**src/rtl/icache_pkg.sv**
```systemverilog
// Shared widths, FSM state type and address helper for the instruction-cache
// refill controller (32 sets x 8 words, word-addressed).
package icache_pkg;

    localparam int unsigned ADDR_W     = 32;
    localparam int unsigned TAG_W      = 24;
    localparam int unsigned INDEX_W    = 5;
    localparam int unsigned OFFSET_W   = 3;
    localparam int unsigned WORD_W     = 32;
    localparam int unsigned LINE_WORDS = 1 << OFFSET_W;
    localparam int unsigned LINE_W     = LINE_WORDS * WORD_W;
    localparam int unsigned CNT_W      = 32;

    typedef enum logic [2:0] {
        IDLE,
        MISS_REQ,
        REFILL,
        WRITE,
        FLUSH
    } state_e;

    // Line base address: word offset bits forced to zero.
    function automatic logic [ADDR_W-1:0] line_base(input logic [ADDR_W-1:0] addr);
        return {addr[ADDR_W-1:OFFSET_W], OFFSET_W'(0)};
    endfunction

endpackage

```
**src/rtl/icache_line_buffer.sv**
```systemverilog
// Line assembly buffer: collects LINE_WORDS return words in ascending offset
// order. Word 0 lands in the most significant slice of line_o.
//   clk, rst   : clock, async active-high reset
//   clear_i    : drop contents and rewind the beat counter (wins over load_i)
//   load_i     : store data_i at the current beat and advance
//   data_i     : return word
//   line_o     : assembled line, word0 in [LINE_W-1 -: WORD_W]
//   beat_o     : index of the next word to be stored
//   last_c_o   : next load completes the line (beat counter at its final value)
module icache_line_buffer
    import icache_pkg::*;
(
    input  logic                clk,
    input  logic                rst,
    input  logic                clear_i,
    input  logic                load_i,
    input  logic [WORD_W-1:0]   data_i,
    output logic [LINE_W-1:0]   line_o,
    output logic [OFFSET_W-1:0] beat_o,
    output logic                last_c_o
);

    logic [WORD_W-1:0]   word_q [LINE_WORDS];
    logic [OFFSET_W-1:0] beat_q;

    // Word storage and beat counter; the counter wraps to zero on completion.
    always_ff @(posedge clk or posedge rst) begin
        if (rst) begin
            beat_q <= '0;
            for (int unsigned i = 0; i < LINE_WORDS; i++) begin
                word_q[i] <= '0;
            end
        end else if (clear_i) begin
            beat_q <= '0;
            for (int unsigned i = 0; i < LINE_WORDS; i++) begin
                word_q[i] <= '0;
            end
        end else if (load_i) begin
            word_q[beat_q] <= data_i;
            beat_q         <= beat_q + OFFSET_W'(1);
        end
    end

    // Flatten words into the cache write format.
    always_comb begin
        line_o = '0;
        for (int unsigned i = 0; i < LINE_WORDS; i++) begin
            line_o[LINE_W-1-(i*WORD_W) -: WORD_W] = word_q[i];
        end
    end

    assign beat_o   = beat_q;
    assign last_c_o = (beat_q == '1);

endmodule

```
**src/rtl/icache_refill_ctrl.sv**
```systemverilog
// Miss/refill sequencer for the direct-mapped instruction cache.
// Stalls the core on a miss, fetches the line from memory, assembles it and
// writes data/tag/valid in one cycle; also walks all sets to invalidate them.
//   clk, reset        : clock, async active-high reset
//   fetch_valid/addr  : core fetch request (word address)
//   cache_hit         : lookup result for fetch_addr
//   stall             : core must hold its fetch (asserts combinationally on a miss)
//   mem_req/mem_addr  : line read request and line base address
//   mem_ack           : request accepted
//   mem_rvalid/rdata  : returned words, ascending offset order
//   mem_err           : refill error, abandons the refill
//   line_wr_*         : cache array write port (also carries the invalidate index)
//   inv_en            : clear valid bit at line_wr_index
//   flush             : full invalidate request pulse
//   busy              : controller not idle
//   miss_cnt          : completed refills, wrapping
module icache_refill_ctrl
    import icache_pkg::*;
(
    input  logic                clk,
    input  logic                reset,
    input  logic                fetch_valid,
    input  logic [ADDR_W-1:0]   fetch_addr,
    input  logic                cache_hit,
    output logic                stall,
    output logic                mem_req,
    output logic [ADDR_W-1:0]   mem_addr,
    input  logic                mem_ack,
    input  logic                mem_rvalid,
    input  logic [WORD_W-1:0]   mem_rdata,
    input  logic                mem_err,
    output logic                line_wr_en,
    output logic [INDEX_W-1:0]  line_wr_index,
    output logic [TAG_W-1:0]    line_wr_tag,
    output logic [LINE_W-1:0]   line_wr_data,
    output logic                inv_en,
    input  logic                flush,
    output logic                busy,
    output logic [CNT_W-1:0]    miss_cnt
);

    state_e              state_q,      state_d;
    logic [ADDR_W-1:0]   base_q,       base_d;
    logic                flush_pend_q, flush_pend_d;
    logic [INDEX_W-1:0]  flush_idx_q,  flush_idx_d;
    logic [CNT_W-1:0]    miss_cnt_q,   miss_cnt_d;

    logic                buf_clear;
    logic                buf_load;
    logic                buf_last_c;
    logic [OFFSET_W-1:0] buf_beat;
    logic [LINE_W-1:0]   buf_line;
    logic                fetch_miss_c;

    assign fetch_miss_c = fetch_valid && !cache_hit;

    icache_line_buffer u_line_buf (
        .clk      (clk),
        .rst      (reset),
        .clear_i  (buf_clear),
        .load_i   (buf_load),
        .data_i   (mem_rdata),
        .line_o   (buf_line),
        .beat_o   (buf_beat),
        .last_c_o (buf_last_c)
    );

    // State and bookkeeping registers.
    always_ff @(posedge clk or posedge reset) begin
        if (reset) begin
            state_q      <= IDLE;
            base_q       <= '0;
            flush_pend_q <= 1'b0;
            flush_idx_q  <= '0;
            miss_cnt_q   <= '0;
        end else begin
            state_q      <= state_d;
            base_q       <= base_d;
            flush_pend_q <= flush_pend_d;
            flush_idx_q  <= flush_idx_d;
            miss_cnt_q   <= miss_cnt_d;
        end
    end

    // Next-state logic. A flush seen while a miss is in progress is remembered
    // and serviced once the controller is free; a miss always goes first.
    always_comb begin
        state_d      = state_q;
        base_d       = base_q;
        flush_pend_d = flush_pend_q;
        flush_idx_d  = flush_idx_q;
        miss_cnt_d   = miss_cnt_q;
        buf_clear    = 1'b0;
        buf_load     = 1'b0;

        case (state_q)
            IDLE: begin
                if (fetch_miss_c) begin
                    base_d  = line_base(fetch_addr);
                    state_d = MISS_REQ;
                    if (flush) begin
                        flush_pend_d = 1'b1;
                    end
                end else if (flush || flush_pend_q) begin
                    flush_pend_d = 1'b0;
                    flush_idx_d  = '0;
                    state_d      = FLUSH;
                end
            end
            MISS_REQ: begin
                if (flush) begin
                    flush_pend_d = 1'b1;
                end
                if (mem_ack) begin
                    buf_clear = 1'b1;
                    state_d   = REFILL;
                end
            end
            REFILL: begin
                if (flush) begin
                    flush_pend_d = 1'b1;
                end
                // Error abandons the partial line; the core re-misses and retries.
                if (mem_err) begin
                    buf_clear = 1'b1;
                    state_d   = IDLE;
                end else if (mem_rvalid) begin
                    buf_load = 1'b1;
                    if (buf_last_c) begin
                        state_d = WRITE;
                    end
                end
            end
            WRITE: begin
                miss_cnt_d = miss_cnt_q + CNT_W'(1);
                if (flush_pend_q || flush) begin
                    flush_pend_d = 1'b0;
                    flush_idx_d  = '0;
                    state_d      = FLUSH;
                end else begin
                    state_d = IDLE;
                end
            end
            FLUSH: begin
                flush_idx_d = flush_idx_q + INDEX_W'(1);
                if (flush_idx_q == '1) begin
                    state_d = IDLE;
                end
            end
            default: begin
                state_d = IDLE;
            end
        endcase
    end

    // Stall covers the miss cycle itself, and is held low while in reset.
    assign stall         = !reset && ((state_q != IDLE) || fetch_miss_c);
    assign mem_req       = (state_q == MISS_REQ);
    assign mem_addr      = base_q;
    assign line_wr_en    = (state_q == WRITE);
    assign line_wr_index = (state_q == FLUSH) ? flush_idx_q
                                              : base_q[OFFSET_W +: INDEX_W];
    assign line_wr_tag   = base_q[ADDR_W-1 -: TAG_W];
    assign line_wr_data  = buf_line;
    assign inv_en        = (state_q == FLUSH);
    assign busy          = (state_q != IDLE);
    assign miss_cnt      = miss_cnt_q;

    // Beat position is only needed inside the buffer; kept visible for debug.
    logic [OFFSET_W-1:0] dbg_beat;
    assign dbg_beat = buf_beat;

endmodule

```
**config.mk**
```make
export PLATFORM = sky130hd
export DESIGN_NAME = icache_refill_ctrl
export DESIGN_NICKNAME = d
export VERILOG_FILES = /design/src/rtl/icache_pkg.sv /design/src/rtl/icache_line_buffer.sv /design/src/rtl/icache_refill_ctrl.sv
export SDC_FILE = /design/constraint.sdc
export NUM_CORES = 1
export LEC_CHECK = 0
export ABC_AREA = 1
export ABC_CLOCK_PERIOD_IN_PS = 14290
export BUFFER_PORTS_ARGS = -buffer_cell sky130_fd_sc_hd__buf_2
export CORE_ASPECT_RATIO = 0.75
export CORE_MARGIN = 3
export CORE_UTILIZATION = 40
export CTS_BUF_LIST = sky130_fd_sc_hd__clkbuf_4 sky130_fd_sc_hd__clkbuf_8
export DETAILED_ROUTE_END_ITERATION = 7
export PLACE_DENSITY_LB_ADDON = 0.05
export SYNTH_ARGS = -nofsm -noshare
export SYNTH_HDL_FRONTEND = slang
export SYNTH_SLANG_ARGS = --single-unit
```
**constraint.sdc**
```tcl
create_clock -name clk -period 14.29 [get_ports clk]
set_clock_uncertainty 0.1 [all_clocks]
set_input_delay 2.858 -clock clk [delete_from_list [all_inputs] [get_ports clk]]
set_output_delay 2.858 -clock clk [all_outputs]
set_load 0.05 [all_outputs]
```
==> results of run 1 <==
cell families (layout without fill, tap and decap cells):
logic type	Yosys count	in the layout
buffers and inverters	192	565
XOR/XNOR	17	17
other	1	3
adder cells (fa/ha/maj)	5	5
flip-flops	329	329
AND/OR/NAND/NOR	1071	1071
AO/OA/AOI/OAI	11	11
per-layer routing:
layer  vias up  wire length [um]
li1       5760                 -
met1      5914             20600
met2       478             21000
met3        76              3860
met4         2              1330
met5         -                13
cell usage after synthesis:
cell type / instances / area (um^2)
or2_1: 1 / 6.26
o22ai_2: 1 / 12.5
clkinv_1: 1 / 3.75
nor2_1: 40 / 150
nand4_1: 18 / 113
nand4_4: 2 / 42.5
o21ai_0: 6 / 30.0
nand3_1: 246 / 1230
o31ai_1: 2 / 15.0
a21oi_1: 2 / 10.0
or2_2: 1 / 6.26
dfrtp_1: 329 / 8230
buf_2: 77 / 385
nor2_2: 3 / 18.8
xor2_1: 8 / 70.1
xnor2_1: 9 / 78.8
nor3_2: 1 / 10.0
nand3b_1: 6 / 45.0
buf_4: 28 / 210
nand3_2: 3 / 30.0
inv_2: 11 / 41.3
conb_1: 1 / 3.75
ha_1: 5 / 62.6
clkbuf_1: 34 / 128
buf_1: 2 / 7.51
inv_1: 38 / 143
buf_6: 1 / 11.3
nor3_1: 2 / 10.0
nand2_1: 748 / 2810
path summary, 6_finish.rpt:
check	startpoint	end	slack (ps)	depth (start not counted)
worst max-delay path	reset	stall	7180	5
worst min-delay path	u_line_buf.line_o[18]$_DFFE_PP0P_	u_line_buf.line_o[18]$_DFFE_PP0P_	370	2
worst max register to register	state_q[2]$_DFFE_PP0P_	u_line_buf.line_o[199]$_DFFE_PP0P_	10850	7
worst min register to register	u_line_buf.line_o[18]$_DFFE_PP0P_	u_line_buf.line_o[18]$_DFFE_PP0P_	370	2
max in group asynchronous	reset	u_line_buf.line_o[104]$_DFFE_PP0P_	9400	4
min in group asynchronous	reset	mem_addr[30]$_DFFE_PP0P_	2350	2
per-stage QoR:
| step | instance area, um^2 | util [%] | setup slack (ps) | std cells | hold slack, ps |
|---|---|---|---|---|---|
| floorplan | 13900 | - | 372 | 1628 | 350 |
| global placement | 15900 | 47.0 | 7030 | 2362 | 350 |
| detailed placement | 15900 | 47.0 | 7040 | 2362 | 355 |
| CTS | 17000 | 50.1 | 7040 | 2451 | 370 |
| global route | 17000 | 50.1 | 6920 | 2451 | 383 |
| finish | 17000 | 50.1 | 7180 | 2451 | 366 |
power by group through the flow:
stage               clock, mW  combinational, mW  sequential, mW
detailed placement          0              0.550            1.04
global route            0.899              0.573            1.04
CTS                     0.857              0.549            1.03
global placement            0              0.548            1.04
finish                  0.832              0.543            1.03
floorplan                   0              0.305            1.20
layout by cell type (no fill, tap or decap), types with 2 or more instances in the layout:
master and n:
buf_2 419, nand3b_1 6, ha_1 5, a21oi_1 2
o31ai_1 2, nand2_1 747, inv_2 10, clkbuf_4 22
xor2_1 8, nand3_1 246, buf_4 7, nand4_1 18
nand4_4 2, nor3_1 2, clkinvlp_4 2, dfrtp_1 329
inv_1 37, o21ai_0 6, xnor2_1 9, nand3_2 3
conb_1 3, clkbuf_8 64, nor2_2 3, nor2_1 39
critical path, delay by kind of cell:
family | cells | cell delay [ps]
buffers and inverters | 4 | 1080
AOI/OAI and AO/OA | 1 | 200
state kept, by name, summed over array words and instances (netlist names):
name               count
u_line_buf.line_o    256
miss_cnt              32
mem_addr              29
flush_idx_q            5
state_q                3
u_line_buf.beat_o      3
flush_pend_q           1
cell type report:
class	count	area (um^2)	share of cell area (%)
Sequential cell	329	8230	48.5
Inverter	50	200	1.18
Clock buffer	86	1050	6.16
Clock inverter	3	20.0	0.118
Timing Repair Buffer	426	2150	12.7
Multi-Input combinational cell	1107	4780	28.1
Tap cell	450	563	3.31
==> impl_metrics.json, run 1 <==
{
  "tightest_slew_ps": 1130,
  "clk_pin_slew_worst_paths_ps": 60,
  "io_buffers": 419,
  "p_switching_uw": 860,
  "max_slew_margin_pct": 24.6,
  "slowest_delay_ps": 610,
  "setup_viol": 0,
  "outcome": "finished clean",
  "grt_overflow": 0,
  "power_mw": 2.40,
  "avgSynthCellArea_um2": 8.56,
  "hpwl_mm": 30.3,
  "fin_setup_tns_ps": 0,
  "busiest_layer": "met2",
  "drt-pass1-iter-count": 5,
  "synth-seq-cells": 329,
  "area_growth_pct": 22.1,
  "h-tree-depth": 2,
  "grt_use_met2_pct": 38.1,
  "num_antenna_cells": 0,
  "ys_types": 29,
  "vias": 12230,
  "routed_wl_mm": 46.9,
  "synth_compound_area_share_pct": 0.486,
  "numCtsBuffers": 52,
  "synthXorXnorAreaFrac_pct": 1.07,
  "die_area_um2": 37100,
  "vias_per_cell": 4.99,
  "comb_power_share_pct": 22.6,
  "grt_pass1_vias": 11609,
  "die_x_um": 221,
  "power_density_nw_per_um2": 141,
  "clock-root-buffer": "clkbuf_8",
  "fmax_mhz": 141,
  "die_h_um": 168,
  "hold_violations": 0,
  "cts_tree": "built",
  "sequentialPowerShare_pct": 42.8,
  "post-route-period-util_pct": 49.8,
  "nets": 2043,
  "cpMostUsedCell": "buf_2",
  "insertion_delay_ps": 590,
  "drc": 0,
  "io_pins": 426,
  "grt_util_all_layers_pct": 24.8,
  "drt_iter0_markers": 952,
  "yosys_warnings": 0,
  "drt-wirelength-per-cell_um": 19.1,
  "start_util_pct": 41.1,
  "worstSetupPathType": "input pin to output pin",
  "grt_util_met3_pct": 6.69,
  "critPathSlowestCell": "inv_8",
  "min_path_type": "flip-flop to flip-flop",
  "synth_area_um2": 13900,
  "core_um2": 33900,
  "synth_top_family_by_area": "simple AND/OR/NAND/NOR gates",
  "muxShareOfSynthArea_pct": 0,
  "power_frac_clock_pct": 34.6,
  "swShare_pct": 35.8,
  "arrival_ps": 4150,
  "max_cap_viol_count": 0,
  "yosysSeqAreaShare_pct": 59.2,
  "post_synth_and_or_nand_nor_area_fraction_pct": 32.1,
  "fp-row-count": 58,
  "startpoint_type": "input pin",
  "worstPathRequired_ps": 11330,
  "intPower_mw": 1.54,
  "rsz0062_at_grt": "no",
  "hold_buffers": 0,
  "clk_path_buf_depth": 3,
  "fillers": 3324,
  "synth_fa_ha_area_share_pct": 0.450,
  "ant_nets": 0,
  "grt_max_degree": 139,
  "endpoint_kind": "output pin",
  "postCtsSetupBuffers": 0,
  "final_max_slew_viol_count": 0,
  "finalWorstPathRequiredPeriod_ps": 7110,
  "drive_above_1_share_pct": 27.0,
  "ir_worst_vdd_mv": 0.168,
  "post_cts_resize_count": 0,
  "cts_sinks": 329,
  "cellLeakagePower_nw": 10.4,
  "synthCells": 1626,
  "globalplace.congestion": 0.819,
  "use_met1_pct": 34.6,
  "antenna_found_initial": 1,
  "crit_fanout": 137,
  "grt_pass1_wl_mm": 72.2,
  "crit_path_cell_trace": "buf_2, inv_8, o21ai_0, inv_1, buf_2"
}
(Power assumes the default switching activity.)
==> run 2: changes to the inputs <==
--- a/config.mk
+++ b/config.mk
@@ -6,7 +6,7 @@
 export NUM_CORES = 1
 export LEC_CHECK = 0
 export ABC_AREA = 1
-export ABC_CLOCK_PERIOD_IN_PS = 14290
+export ABC_CLOCK_PERIOD_IN_PS = 7180
 export BUFFER_PORTS_ARGS = -buffer_cell sky130_fd_sc_hd__buf_2
 export CORE_ASPECT_RATIO = 0.75
 export CORE_MARGIN = 3
==> constraint.sdc (replaced) <==
create_clock -name clk -period 7.18 [get_ports clk]
set_clock_uncertainty 0.1 [all_clocks]
set_input_delay 1.436 -clock clk [delete_from_list [all_inputs] [get_ports clk]]
set_output_delay 1.436 -clock clk [all_outputs]
set_load 0.05 [all_outputs]
==> run 2 against run 1 <==
  * Sequential share of layout area down 0.45 points
  * Final area up 0.93%
  * Setup slack worse by 4000 ps
  * Highest routed layer is now met4
  * Wire length up 1.1%
  * Register-to-register slack worse by 7200 ps
  * Die area unchanged
  * Sequential power up 99%
  * Largest cell class unchanged
  * Largest power group unchanged
  * Global-route usage up 0.18 points
  * Flip-flop and latch count unchanged
  * Cell count up 0.57%
  * Non-clock buffer count up 2
==> impl_metrics.json, run 2 (synthesis results as in run 1) <==
{
  "critPathSlowestCell": "inv_2",
  "hpwl_mm": 31.0,
  "post_cts_resize_count": 0,
  "fillers": 3302,
  "ir_worst_vdd_mv": 0.352,
  "final_max_slew_viol_count": 0,
  "tightest_slew_ps": 1070,
  "clk_path_buf_depth": 3,
  "fmax_mhz": 251,
  "nets": 2047,
  "slowest_delay_ps": 1000,
  "num_antenna_cells": 0,
  "min_path_type": "flip-flop to flip-flop",
  "worstPathRequired_ps": 7590,
  "die_area_um2": 37100,
  "drc": 0,
  "most-common-layout-cells": "nand2_1, buf_2, dfrtp_1, nand3_1, clkbuf_8",
  "max_cap_viol_count": 0,
  "postCtsSetupBuffers": 0,
  "io_pins": 426,
  "endpoint_kind": "flip-flop",
  "path_buf_inv": 3,
  "vias_per_cell": 4.95,
  "outcome": "finished clean",
  "post-route-period-util_pct": 55.6,
  "max_slew_margin_pct": 28.8,
  "numCtsBuffers": 54,
  "final_core_util_pct": 50.6,
  "crit_path_cell_trace": "buf_2, inv_1, nand2_1, nor2_2, nand3_2, inv_2, nand2_1, nand2_1",
  "clock-root-buffer": "clkbuf_8",
  "globalplace.congestion": 0.834,
  "grt_overflow": 0,
  "grt_pass1_vias": 11839,
  "drt-pass1-iter-count": 7,
  "grt_util_all_layers_pct": 25.0,
  "h-tree-depth": 2,
  "crit_fanout": 33,
  "antenna_found_initial": 0,
  "worstSetupPathType": "input pin to flip-flop",
  "drive_above_1_share_pct": 27.5,
  "largest_reg_flops": 256,
  "layout_commonest_cell": "nand2_1",
  "finalWorstPathRequiredPeriod_ps": 3990,
  "fp-row-count": 58,
  "whs_ps": 366,
  "die_h_um": 168,
  "clk_pin_slew_worst_paths_ps": 60,
  "grt_max_degree": 163,
  "ff_latch_area_um2": 8230,
  "multi_input_comb_area_um2": 4780,
  "cts_sinks": 329,
  "area_growth_pct": 23.2,
  "ant_nets": 0,
  "vias": 12206,
  "hold_violations": 0,
  "drt-wirelength-per-cell_um": 19.2,
  "cpMostUsedCell": "nand2_1",
  "routed_wl_mm": 47.4,
  "insertion_delay_ps": 580,
  "start_util_pct": 41.1,
  "io_buffers": 419,
  "hold_buffers": 0,
  "core_um2": 33900,
  "setup_viol": 0,
  "cts_tree": "built",
  "arrival_ps": 4410,
  "die_x_um": 221,
  "crit_family": "simple AND/OR/NAND/NOR gates",
  "cellLeakagePower_nw": 10.5,
  "rsz0062_at_grt": "no",
  "drt_iter0_markers": 870,
  "power_density_nw_per_um2": 287,
  "grt_pass1_wl_mm": 72.5,
  "startpoint_type": "input pin"
}
-- run 2: cell type report --
cell class | count | area share [%]
clock buffer | 89 | 6.63
clock inverter | 12 | 0.365
inverter | 50 | 1.15
multi-input combinational | 1107 | 27.9
sequential | 329 | 48.0
tap | 450 | 3.28
timing repair buffer | 428 | 12.7
-- run 2: final timing paths --
check,startpoint,endpoint,slack [ps],cells after the start
min reg2reg,u_line_buf.line_o[13]$_DFFE_PP0P_,u_line_buf.line_o[13]$_DFFE_PP0P_,370,2
min,u_line_buf.line_o[13]$_DFFE_PP0P_,u_line_buf.line_o[13]$_DFFE_PP0P_,370,2
min in group asynchronous,reset,flush_idx_q[0]$_DFFE_PP0P_,1050,3
max,mem_err,u_line_buf.line_o[210]$_DFFE_PP0P_,3190,8
max reg2reg,state_q[2]$_DFFE_PP0P_,u_line_buf.line_o[210]$_DFFE_PP0P_,3660,7
max in group asynchronous,reset,u_line_buf.line_o[4]$_DFFE_PP0P_,3980,5
-- run 2: worst reg2reg max path: stages, from the launching register on --
cell and delay (ps):
dfrtp_1 460, inv_2 80, nand3_2 140, nor2_2 510
nand3_2 900, inv_2 1030, nand2_1 130, nand2_1 110
-- run 2: power by group --
part	switching (mW)	internal (mW)	total (mW)
Sequential	0.0890	1.96	2.05
Combinational	0.885	0.201	1.09
Clock	0.775	1.00	1.78
Total	1.75	3.16	4.91
-- run 2: layer usage --
metal	GRT usage (%)	wire length [um]	up-vias	share of wire [%]
li1	-	-	5755	-
met1	34.2	20900	5940	44
met2	39.1	21600	429	46
met3	6.83	3610	82	7.6
met4	7.33	1180	0	2.5
met5	0	0	-	0
-- run 2: per-stage QoR --
stage / std cells / area, um^2 / TNS, ps / power (mW) / setup slack (ps)
after floorplan: 1628 / 13900 / -1150 / 3.00 / -1150
after global placement: 2364 / 15900 / 0 / 3.17 / 2690
after detailed placement: 2364 / 15900 / 0 / 3.18 / 2640
after CTS: 2465 / 17100 / 0 / 4.98 / 3280
after global routing: 2465 / 17100 / 0 / 5.13 / 2950
final: 2465 / 17100 / 0 / 4.91 / 3190
